`src/rtl/seq_frame_tx.sv`:
```
// Serial frame transmitter: preamble, MSB-first payload, even parity, idle gap.
// First preamble bit appears 1 cycle after accept; data_ready only in IDLE, so offers while busy are dropped.
module seq_frame_tx #(
  parameter int                        DATA_W       = 8,
  parameter int                        PREAMBLE_LEN = 3,
  parameter logic [PREAMBLE_LEN-1:0]   PREAMBLE     = 3'b101,
  parameter int                        GAP_LEN      = 2
) (
  input  logic              clock,
  input  logic              reset,
  input  logic [DATA_W-1:0] data_in,
  input  logic              data_valid,
  output logic              data_ready,
  output logic              serial_out,
  output logic              busy,
  output logic              frame_done
);

  localparam int CNT_MAX = (DATA_W > PREAMBLE_LEN)
                         ? ((DATA_W > GAP_LEN) ? DATA_W : GAP_LEN)
                         : ((PREAMBLE_LEN > GAP_LEN) ? PREAMBLE_LEN : GAP_LEN);
  localparam int CNT_W = $clog2(CNT_MAX + 1);

  localparam logic [CNT_W-1:0] PRE_LOAD  = CNT_W'(PREAMBLE_LEN - 1);
  localparam logic [CNT_W-1:0] DATA_LOAD = CNT_W'(DATA_W - 1);
  localparam logic [CNT_W-1:0] GAP_LOAD  = CNT_W'(GAP_LEN - 1);
  localparam logic [CNT_W-1:0] CNT_ONE   = CNT_W'(1);

  localparam logic [2:0] S_IDLE = 3'd0;
  localparam logic [2:0] S_PRE  = 3'd1;
  localparam logic [2:0] S_DATA = 3'd2;
  localparam logic [2:0] S_PAR  = 3'd3;
  localparam logic [2:0] S_GAP  = 3'd4;

  logic [2:0]              r_state;
  logic [CNT_W-1:0]        r_cnt;
  logic [DATA_W-1:0]       r_shift;
  logic [PREAMBLE_LEN-1:0] r_pre;
  logic                    r_parity;
  logic                    r_serial;
  logic                    r_done;

  logic w_idle;
  logic w_accept;
  logic w_last;

  assign w_idle     = (r_state == S_IDLE);
  assign w_accept   = w_idle & data_valid;
  assign w_last     = (r_cnt == '0);

  assign data_ready = w_idle;
  assign busy       = ~w_idle;
  assign serial_out = r_serial;
  assign frame_done = r_done;

  // r_cnt holds the number of bits still to emit in the current state after the one on the line.
  always_ff @(posedge clock or posedge reset) begin
    if (reset) begin
      r_state  <= S_IDLE;
      r_cnt    <= '0;
      r_shift  <= '0;
      r_pre    <= '0;
      r_parity <= 1'b0;
      r_serial <= 1'b0;
      r_done   <= 1'b0;
    end else begin
      case (r_state)
        S_IDLE: begin
          r_done   <= 1'b0;
          r_serial <= 1'b0;
          if (w_accept) begin
            r_shift  <= data_in;
            r_parity <= 1'b0;
            r_pre    <= PREAMBLE << 1;
            r_serial <= PREAMBLE[PREAMBLE_LEN-1];
            r_cnt    <= PRE_LOAD;
            r_state  <= S_PRE;
          end
        end

        S_PRE: begin
          if (w_last) begin
            r_serial <= r_shift[DATA_W-1];
            r_parity <= r_parity ^ r_shift[DATA_W-1];
            r_shift  <= r_shift << 1;
            r_cnt    <= DATA_LOAD;
            r_state  <= S_DATA;
          end else begin
            r_serial <= r_pre[PREAMBLE_LEN-1];
            r_pre    <= r_pre << 1;
            r_cnt    <= r_cnt - CNT_ONE;
          end
        end

        S_DATA: begin
          if (w_last) begin
            r_serial <= r_parity;
            r_state  <= S_PAR;
          end else begin
            r_serial <= r_shift[DATA_W-1];
            r_parity <= r_parity ^ r_shift[DATA_W-1];
            r_shift  <= r_shift << 1;
            r_cnt    <= r_cnt - CNT_ONE;
          end
        end

        S_PAR: begin
          r_serial <= 1'b0;
          r_cnt    <= GAP_LOAD;
          r_state  <= S_GAP;
        end

        S_GAP: begin
          r_serial <= 1'b0;
          if (w_last) begin
            r_done  <= 1'b1;
            r_state <= S_IDLE;
          end else begin
            r_cnt <= r_cnt - CNT_ONE;
          end
        end

        default: begin
          r_serial <= 1'b0;
          r_done   <= 1'b0;
          r_cnt    <= '0;
          r_state  <= S_IDLE;
        end
      endcase
    end
  end

endmodule

```
`config.mk`:
```
export PLATFORM = sky130hd
export DESIGN_NAME = seq_frame_tx
export DESIGN_NICKNAME = d
export VERILOG_FILES = /design/src/rtl/seq_frame_tx.sv
export SDC_FILE = /design/constraint.sdc
export NUM_CORES = 1
export LEC_CHECK = 0
export CORE_UTILIZATION = 45
export DETAILED_ROUTE_END_ITERATION = 6
export GPL_ROUTABILITY_DRIVEN = 0
export PLACE_DENSITY = 0.65
export RECOVER_POWER = 25
export SLEW_MARGIN = 0
export SYNTH_ARGS = -nofsm -noshare
export SYNTH_HDL_FRONTEND = slang
export SYNTH_SLANG_ARGS = --single-unit
```
`constraint.sdc`:
```
create_clock -name clock -period 3.85 [get_ports clock]
set_input_delay 1.155 -clock clock [delete_from_list [all_inputs] [get_ports clock]]
set_output_delay 1.155 -clock clock [all_outputs]
set_load 0.05 [all_outputs]
```
==> implementation parameters <==
Parameter                              Value

Hold path
  Cells on Worst Hold Path    2
  Hold Startpoint    frame_done$_DFFE_PP0P_
  End point of the most critical hold path    frame_done$_DFFE_PP0P_
  Hold/Removal Path Class    flop to flop

Synthesis
  Share of the synthesized area in the top cell type    0.415
  Mapped Cells    136
  EDFF count, synth    0
  Synthesis-stage register bit count    20
  Async S/R FF share, synth    1.00
  Biggest area contributors in the synthesized netlist    sky130_fd_sc_hd__dfrtp_1 (41%), sky130_fd_sc_hd__mux2i_1 (7.5%), sky130_fd_sc_hd__nor2_1 (5.6%), sky130_fd_sc_hd__o21ai_0 (3.7%), sky130_fd_sc_hd__nand2_1 (3.4%)
  Synth warnings    0
  Cell taking the most area after synthesis    sky130_fd_sc_hd__dfrtp_1
  Sequential fraction of the synthesis area    0.415
  Synthesized Nets    approximately 150
  Number of distinct library cell variants in the gate-level netlist after synthesis    39
  Mean post-synth cell area    8.88 um^2
  Predominant post-synthesis flop cell    sky130_fd_sc_hd__dfrtp_1
  Cell area after synthesis    between 0.001 and 0.0015 mm^2

CTS
  CTS sink cnt    20
  Number of setup buffers added after CTS    0
  Clock slew seen by the registers of the worst setup and hold paths    approximately 100 ps
  Count of H-tree levels built during CTS    1
  Clock tree root driver cell    sky130_fd_sc_hd__clkbuf_4
  Clock tree from TritonCTS    built
  CTS Buf Count    3
  CTS Hold Buffers Added    0
  Deepest clock path buffer count    2
  Number of gates resized after cts    0
  Insertion delay to the later sink of the worst-skew pair    about 300 ps

Critical path
  Depth of the worst register-to-register path    6
  Required time worst endpoint    approximately 2700 ps
  Worst Path Buf+Inv    1
  Slowest-stage cell, CP    sky130_fd_sc_hd__clkdlybuf4s50_1
  Critical path peak fanout    12
  Arrival time of the worst setup path    roughly 2100 ps
  CP delay by family, top    buffers and inverters
  Stage delay of the slowest cell on the critical path    just over 800 ps
  Type of the worst setup path    flop to output pin
  Critical register-to-register path endpoint    r_shift[6]$_DFFE_PP0P_
  Kind of start point of the critical path    flop
  FF-to-FF setup slack    about 1300 ps
  Kind of end point of the critical path    output pin
  Startpoint of the lowest-slack register-to-register path    r_cnt[0]$_DFFE_PP0P_
  Critical-path cell list    or2_2 > nor2_1 > clkdlybuf4s50_1

Timing
  Min Tclk post-route    between 3000 and 4000 ps
  Final number of setup-violating endpoints    0
  Max frequency    ~300 MHz
  Slew Viols, Final    0
  Final hold slack    515 ps
  Largest clock skew in the final design    approximately 6.4 ps
  Portion of the clock cycle consumed by the worst path in the final layout    0.856
  Sum of negative setup slack    0 ps
  Slew at the pin with the worst max-slew slack    818 ps
  Relative slew margins    0.454
  Unrepaired setup endpoints after global routing    false
  Endpoints failing hold    0

Final layout
  Post-layout net count    ~160
  Area growth from synthesis to layout    14.0%
  Diode count    0
  Post-route non-filler standard cell count    approximately 180
  Fraction of final layout cells sized beyond drive strength 1    0.0748
  Utilization of the core after routing    0.551

GRT
  Total grt overflow    0
  Number of global-route vias before repair    852
  Maximum number of pins on one net before global-route repair    23
  Number of antenna violations at the first check in global routing    0
  Global-route wire length before repair    approximately 3.8 mm
  Total Routing Usage GR    0.187

Floorplanning
  Cell Rows    18
  Core Region    approximately 0.0025 mm^2
  Num ports    15
  Starting density of the core    0.483
  DIE AREA    between 0.002 and 0.003 mm^2
  Overall die height    about 54 um
  Horiz. Die Dim    approximately 54 um

Placement
  Placed Cells    ~170
  Number of buffers inserted by port buffering    14
  DP HPWL    1.65 mm

Routing
  Remaining routing DRC violations    0
  Total number of vias    a little under 1000
  Antenna Nets Post-Route    0
  Final wirelength    2.35 mm
  Pre-antenna DRT Iters    4
  Mean number of vias per cell    roughly 5.6
  Drt wl/cell    13.2 um
  Detailed router's first-iteration violation count    22

Pwr
  Leak pwr    approximately 0.6 nW
  Power per cell area    917 mW/mm^2
  VDD IR max    around 0.00057 V

Run
  Maximum capacitance violations    0

Status
  Run status    complete, no violations
-- flip-flops by register name, indices dropped and copies added, names as in the netlist --
name / flops
r_state: 3
r_parity: 1
r_shift: 8
frame_done: 1
r_cnt: 4
r_pre: 2
serial_out: 1
-- where the power goes --
part / leakage (nW) / switching [mW] / total, mW / internal [mW]
registers: 0.242 / 0.0729 / 0.379 / 0.306
logic: 0.338 / 0.461 / 0.783 / 0.322
clock network: 0.0138 / 0.0635 / 0.100 / 0.0365
total: 0.594 / 0.598 / 1.26 / 0.665
-- logic make-up after synthesis --
logic type	Yosys count	share of synthesized area
compound gates	36	0.213
xor+xnor	1	0.00726
fa+ha+maj	1	0.0104
buf+inv	16	0.0611
flops	20	0.415
mux	9	0.0746
simple gates	53	0.219
-- synthesized netlist by cell type (2+ instances only) --
| cell | number |
|---|---|
| sky130_fd_sc_hd__a21oi_2 | 4 |
| sky130_fd_sc_hd__inv_1 | 7 |
| sky130_fd_sc_hd__o21ai_0 | 9 |
| sky130_fd_sc_hd__nand2b_1 | 3 |
| sky130_fd_sc_hd__o22ai_1 | 3 |
| sky130_fd_sc_hd__buf_2 | 2 |
| sky130_fd_sc_hd__nand3_1 | 6 |
| sky130_fd_sc_hd__mux2i_1 | 9 |
| sky130_fd_sc_hd__a211oi_1 | 3 |
| sky130_fd_sc_hd__or3_1 | 3 |
| sky130_fd_sc_hd__and2_1 | 2 |
| sky130_fd_sc_hd__nor3_1 | 2 |
| sky130_fd_sc_hd__nand2_1 | 11 |
| sky130_fd_sc_hd__nor2_1 | 18 |
| sky130_fd_sc_hd__a21oi_1 | 6 |
| sky130_fd_sc_hd__dfrtp_1 | 20 |
| sky130_fd_sc_hd__a21o_1 | 2 |
| sky130_fd_sc_hd__clkbuf_1 | 5 |
-- placed cells by master, fill, tap and decap left out, types with 2 or more instances in the layout --
cell	count
sky130_fd_sc_hd__dfrtp_1	20
sky130_fd_sc_hd__nor2_1	18
sky130_fd_sc_hd__clkdlybuf4s50_1	13
sky130_fd_sc_hd__nand2_1	11
sky130_fd_sc_hd__o21ai_0	9
sky130_fd_sc_hd__mux2i_1	9
sky130_fd_sc_hd__inv_1	7
sky130_fd_sc_hd__nand3_1	6
sky130_fd_sc_hd__a21oi_1	6
sky130_fd_sc_hd__a21oi_2	4
sky130_fd_sc_hd__nand2b_1	3
sky130_fd_sc_hd__o22ai_1	3
sky130_fd_sc_hd__a211oi_1	3
sky130_fd_sc_hd__or3_1	3
sky130_fd_sc_hd__clkbuf_4	3
sky130_fd_sc_hd__and2_1	2
sky130_fd_sc_hd__nor3_1	2
sky130_fd_sc_hd__a21o_1	2
sky130_fd_sc_hd__buf_4	2
-- routing by layer --
metal,routed length (um),part of all wire,track usage,vias to the layer above
met3,76,0.032,0.0508,5
met2,1040,0.44,0.282,14
met1,1200,0.51,0.253,465
met4,33,0.014,0.0658,0
met5,0,0,0,-
li1,-,-,-,505
-- tightest hold or removal path: stages (launching register included) --
cell and delay [ps]:
sky130_fd_sc_hd__dfrtp_1 350, sky130_fd_sc_hd__nand3_1 60, sky130_fd_sc_hd__o21ai_0 70
-- layout make-up --
class                   count  area, um^2
repair buffers             17         159
multi-input cells         100         631
clock buffers               3        22.5
inverters                   7        26.3
flip-flops and latches     20         500
fillers                   235        1120
well taps                  30        37.5
-- how the worst max path moves through the flow --
stage / start / to / slack (ps) / cells after the start
after global routing: r_state[1]$_DFFE_PP0P_ / data_ready / 470 / 3
after global placement: data_valid / r_shift[6]$_DFFE_PP0P_ / 920 / 6
after CTS: r_state[1]$_DFFE_PP0P_ / data_ready / 530 / 3
final: r_state[1]$_DFFE_PP0P_ / data_ready / 560 / 3
after floorplan: r_state[0]$_DFFE_PP0P_ / busy / 660 / 4
after detailed placement: r_state[1]$_DFFE_PP0P_ / data_ready / 890 / 3
-- through the flow --
| stage | worst slack (ps) | power, mW | cell area (um^2) |
|---|---|---|---|
| final | 556 | 1.26 | 1380 |
| after global routing | 473 | 1.37 | 1380 |
| after CTS | 531 | 1.28 | 1380 |
| after detailed placement | 886 | 1.17 | 1360 |
| after global placement | 917 | 1.16 | 1360 |
| after floorplan | 660 | 1.03 | 1210 |
(Power assumes the default switching activity.)
==> RTL edit 1, RTL diff (config.mk and constraints unchanged) <==
Make the reset (`reset`) synchronous in one clocked block.
--- a/src/rtl/seq_frame_tx.sv
+++ b/src/rtl/seq_frame_tx.sv
@@ -56,3 +56,3 @@
   // r_cnt holds the number of bits still to emit in the current state after the one on the line.
-  always_ff @(posedge clock or posedge reset) begin
+  always_ff @(posedge clock) begin
     if (reset) begin
Function: differs if reset is asserted again (counterexample within 4 cycles, from zero or initial values and one cycle with reset high); with reset held inactive, the same outputs for 10 cycles.
==> RTL edit 1 against the original RTL <==
Power down 2.2%; final area up 6.1%; non-clock buffer count up 2; worst setup slack worse by 0.030 ns; sequential share of layout area down 8.9 points; cell count up 11%; die area up 6.9%; area after synthesis up 7.2%; sequential cell count unchanged; routed wire length up 22%; largest cell class unchanged; highest routed layer unchanged.
==> RTL edit 1: results (changes against the original RTL) <==
The fraction of cell area in non-clock buffers was 11.9% (was 11.5%). The largest net degree at the start of global routing is 35 (was 23). The non-clock inverter instance count of the final layout is 5 (was 7). The multi-input logic cell count is 118 (was 100). The final layout net count was 179 (was 161). The post-route worst hold slack came out at 0.488 ns (was 0.515 ns). The count of distinct cell types in the synthesized netlist came out at 46 (was 39). The overall routing resource usage is 19.4% (was 18.7%). The portion of the post-synthesis area used by sequential elements came out at 30.9% (was 41.5%). The vias per cell came out at 6.13 (was 5.59).

The critical path arrival was 2.17 ns (was 2.14 ns). Synth cell count leaders: sky130_fd_sc_hd__dfxtp_1 (20), sky130_fd_sc_hd__nor3_1 (20), sky130_fd_sc_hd__a21oi_1 (10), sky130_fd_sc_hd__nand2_1 (10), sky130_fd_sc_hd__nor2_1 (10) (was sky130_fd_sc_hd__dfrtp_1 (20), sky130_fd_sc_hd__nor2_1 (18), sky130_fd_sc_hd__nand2_1 (11), sky130_fd_sc_hd__mux2i_1 (9), sky130_fd_sc_hd__o21ai_0 (9)). Status: finished clean (unchanged). The detailed-route wire length per cell came out at 14.6 um (was 13.2 um).

The adder-cell share of the synthesized area is 0.967% (was 1.04%). The number of filler instances in the final layout came out at 265 (was 235). The layout cell share with drive strength beyond 1 is 12.1% (was 7.48%). The total area of multi-input combinational cells is 806 sq um (was 631 sq um). The end of the worst hold path is r_pre[2]$_SDFFE_PP0P_ (was frame_done$_DFFE_PP0P_). The utilization after layout is 53.4% (was 55.1%). The largest fanout on the critical path came out at 17 (was 12). The share of async-settable or async-resettable flops after synthesis is 0% (was 100%).

The clock skew is 0.00680 ns (was 0.00636 ns). The setup slack of the most critical reg-to-reg path is 1.52 ns (was 1.29 ns). The mux contribution to synthesized area is 2.80% (was 7.46%). The worst slew slack as a fraction of its limit came to 33.7% (was 45.4%).
[RTL edit 1: cell count changes in the layout (fill, tap and decap cells not counted), sizes merged, moves of 4 or more]
cell / before / now
nor3: 2 / 21
a2111oi: 2 / 7
mux2i: 9 / 1
nor2: 18 / 10
o21ai: 9 / 5
dfrtp: 20 / 0
nor3b: 1 / 9
dfxtp: 0 / 20
[RTL edit 1: worst max path at each step]
stage                                        from         end  slack, ns  cells past startpoint
after floorplan           r_state[1]$_SDFFE_PP0P_  data_ready       1.38                      4
after global placement    r_state[1]$_SDFFE_PP0P_        busy       0.95                      3
after detailed placement  r_state[1]$_SDFFE_PP0P_        busy       0.87                      3
after CTS                 r_state[1]$_SDFFE_PP0P_        busy       0.52                      3
after global routing      r_state[1]$_SDFFE_PP0P_        busy       0.39                      3
final                     r_state[1]$_SDFFE_PP0P_        busy       0.53                      3
[RTL edit 1: per-layer routing]
| layer | GRT usage [%] | routed length [um] | vias to the layer above | share of wire (%) |
|---|---|---|---|---|
| li1 | - | - | 606 | - |
| met1 | 29.3 | 1400 | 566 | 49 |
| met2 | 29.8 | 1340 | 27 | 47 |
| met3 | 2.79 | 111 | 2 | 3.9 |
| met4 | 3.21 | 8 | 0 | 0.28 |
| met5 | 0 | 0 | - | 0 |
[RTL edit 1: power by group through the flow]
stage / Combinational, mW / Clock [mW] / Sequential, mW
2_1_floorplan: 0.659 / 0 / 0.313
3_3_place_gp: 0.802 / 0 / 0.324
3_5_place_dp: 0.813 / 0 / 0.327
4_1_cts: 0.817 / 0.107 / 0.322
5_1_grt: 0.893 / 0.116 / 0.334
6_report: 0.813 / 0.0985 / 0.323
==> RTL edit 2, RTL diff (same settings) <==
Made on the original files. `DATA_W`: 8 -> 4.
--- a/src/rtl/seq_frame_tx.sv
+++ b/src/rtl/seq_frame_tx.sv
@@ -3,3 +3,3 @@
 module seq_frame_tx #(
-  parameter int                        DATA_W       = 8,
+  parameter int                        DATA_W       = 4,
   parameter int                        PREAMBLE_LEN = 3,
Ports: changed (resized data_in); port bits go from 15 to 11. The function was not compared with the original's and may differ.
==> RTL edit 2 against the original RTL <==
Sequential cell count shrank 5; power shrank 20%; area after synthesis decreased by 23%; first-iteration DRC count is 14% lower; routed wire length shrank 21%; critical path depth stayed put; non-clock buffer count shrank 7; worst setup slack got worse by 0.12 ns; final area decreased by 24%; critical path type unchanged.
==> RTL edit 2: results (changes against the original RTL) <==
The post-route worst hold slack is 0.512 ns (was 0.515 ns). The worst ir drop on vdd came out at 0.000461 V (was 0.000567 V). The number of buffer cells added on primary ports was 10 (was 14). The clock-pin slew of the registers on the worst-case setup and hold paths is 0.08 ns (was 0.10 ns). The detailed-route wire length per cell is 13.5 um (was 13.2 um). The number of nets produced by synthesis came to 111 (was 148).

The critical path arrival is 2.26 ns (was 2.14 ns). The portion of the post-synthesis area used by sequential elements was 40.4% (was 41.5%). The reg-to-reg endpoint is r_shift[1]$_DFFE_PP0P_ (was r_shift[6]$_DFFE_PP0P_). The overall routing resource usage is 20.3% (was 18.7%). Largest regs: r_shift (4), r_cnt (3), r_state (3) (was r_shift (8), r_cnt (4), r_state (3)). The minimum setup slack after placement is 0.751 ns (was 0.886 ns). The largest fanout on the critical path came out at 17 (was 12).

Top cells by area in the synthesized netlist: sky130_fd_sc_hd__dfrtp_1 (40%), sky130_fd_sc_hd__mux2_2 (7.3%), sky130_fd_sc_hd__o21ai_0 (5.4%), sky130_fd_sc_hd__nor2_1 (4.4%), sky130_fd_sc_hd__a21oi_1 (3.2%) (was sky130_fd_sc_hd__dfrtp_1 (41%), sky130_fd_sc_hd__mux2i_1 (7.5%), sky130_fd_sc_hd__nor2_1 (5.6%), sky130_fd_sc_hd__o21ai_0 (3.7%), sky130_fd_sc_hd__nand2_1 (3.4%)). The half-perimeter wire length after detailed placement is 1340 um (was 1650 um). The actual transition at the worst max-transition pin came out at 0.558 ns (was 0.818 ns).

The end of the worst hold path is r_shift[0]$_DFFE_PP0P_ (was frame_done$_DFFE_PP0P_). Synth cell count leaders: sky130_fd_sc_hd__dfrtp_1 (15), sky130_fd_sc_hd__nor2_1 (11), sky130_fd_sc_hd__o21ai_0 (10), sky130_fd_sc_hd__inv_1 (7), sky130_fd_sc_hd__nand2_1 (7) (was sky130_fd_sc_hd__dfrtp_1 (20), sky130_fd_sc_hd__nor2_1 (18), sky130_fd_sc_hd__nand2_1 (11), sky130_fd_sc_hd__mux2i_1 (9), sky130_fd_sc_hd__o21ai_0 (9)). The first-pass GRT wire length is 3060 um (was 3840 um). The layout cell share with drive strength beyond 1 is 14.5% (was 7.48%).

The start point of the worst hold path was r_shift[0]$_DFFE_PP0P_ (was frame_done$_DFFE_PP0P_). The static leakage is 0.461 nW (was 0.594 nW). Status: finished clean (unchanged). The largest net degree at the start of global routing is 18 (was 23). The total vias in the final route is 780 (was 989). The clock latency on the worst-skew pair is 0.28 ns (was 0.30 ns).
-- RTL edit 2: cell types whose count changed in the layout (fill, tap and decap cells not counted), sizes merged, moves of 3 or more --
cell | unedited run | this run
mux2i | 9 | 0
mux2 | 0 | 7
nor2 | 18 | 11
dfrtp | 20 | 15
a21oi | 10 | 6
clkdlybuf4s50 | 13 | 9
nand2 | 11 | 7
nand3 | 6 | 2
a211oi | 3 | 0
-- RTL edit 2: worst max-delay path by stage --
stage	startpoint	end	slack (ns)	cells past startpoint
floorplan	r_state[1]$_DFFE_PP0P_	busy	0.51	5
global placement	r_state[2]$_DFFE_PP0P_	data_ready	0.79	3
detailed placement	r_state[1]$_DFFE_PP0P_	data_ready	0.75	3
CTS	r_state[1]$_DFFE_PP0P_	data_ready	0.43	3
global route	r_state[1]$_DFFE_PP0P_	data_ready	0.33	3
finish	r_state[1]$_DFFE_PP0P_	data_ready	0.43	3
-- RTL edit 2: worst max-delay path, cell delays in order (launching register included) --
cell and delay [ns]:
sky130_fd_sc_hd__dfrtp_1 0.56, sky130_fd_sc_hd__or2_2 0.37, sky130_fd_sc_hd__nor2_1 0.20, sky130_fd_sc_hd__clkdlybuf4s50_1 0.84
-- RTL edit 2: layer usage --
metal	track usage [%]	vias up	routed length, um
li1	-	379	-
met1	26.0	370	829
met2	30.1	26	878
met3	6.42	5	103
met4	12.0	0	36
met5	0	-	0
-- RTL edit 2: final cells by class --
type / count / share of cell area, %
Sequential cell: 15 / 35.8
Timing Repair Buffer: 10 / 9.55
Tap cell: 27 / 3.22
Clock buffer: 4 / 2.51
Inverter: 7 / 2.51
Multi-Input combinational cell: 74 / 46.4
-- RTL edit 2: power by group --
group	internal (mW)	total, mW	switching, mW	leakage, nW
clock network	0.0403	0.0869	0.0466	0.0150
registers	0.229	0.326	0.0977	0.189
logic	0.272	0.594	0.323	0.257
-- RTL edit 2: stage by stage --
| stage | area (sq um) | cells | utilization (%) |
|---|---|---|---|
| floorplan | 928 | 102 | - |
| global placement | 1030 | 133 | 53.0 |
| detailed placement | 1030 | 133 | 53.0 |
| CTS | 1060 | 137 | 54.4 |
| global route | 1050 | 137 | 54.0 |
| finish | 1050 | 137 | 54.0 |
-- RTL edit 2: kinds of logic after synthesis --
| kind of cell | after synthesis | share of synthesized area, % |
|---|---|---|
| AOI/OAI and AO/OA | 33 | 23.2 |
| xor gates and xnor gates | 1 | 0.944 |
| adders and majority gates | 2 | 2.69 |
| buffers and inverters | 13 | 6.33 |
| DFF | 15 | 40.4 |
| muxes | 7 | 8.89 |
| and+or+nand+nor | 31 | 17.5 |
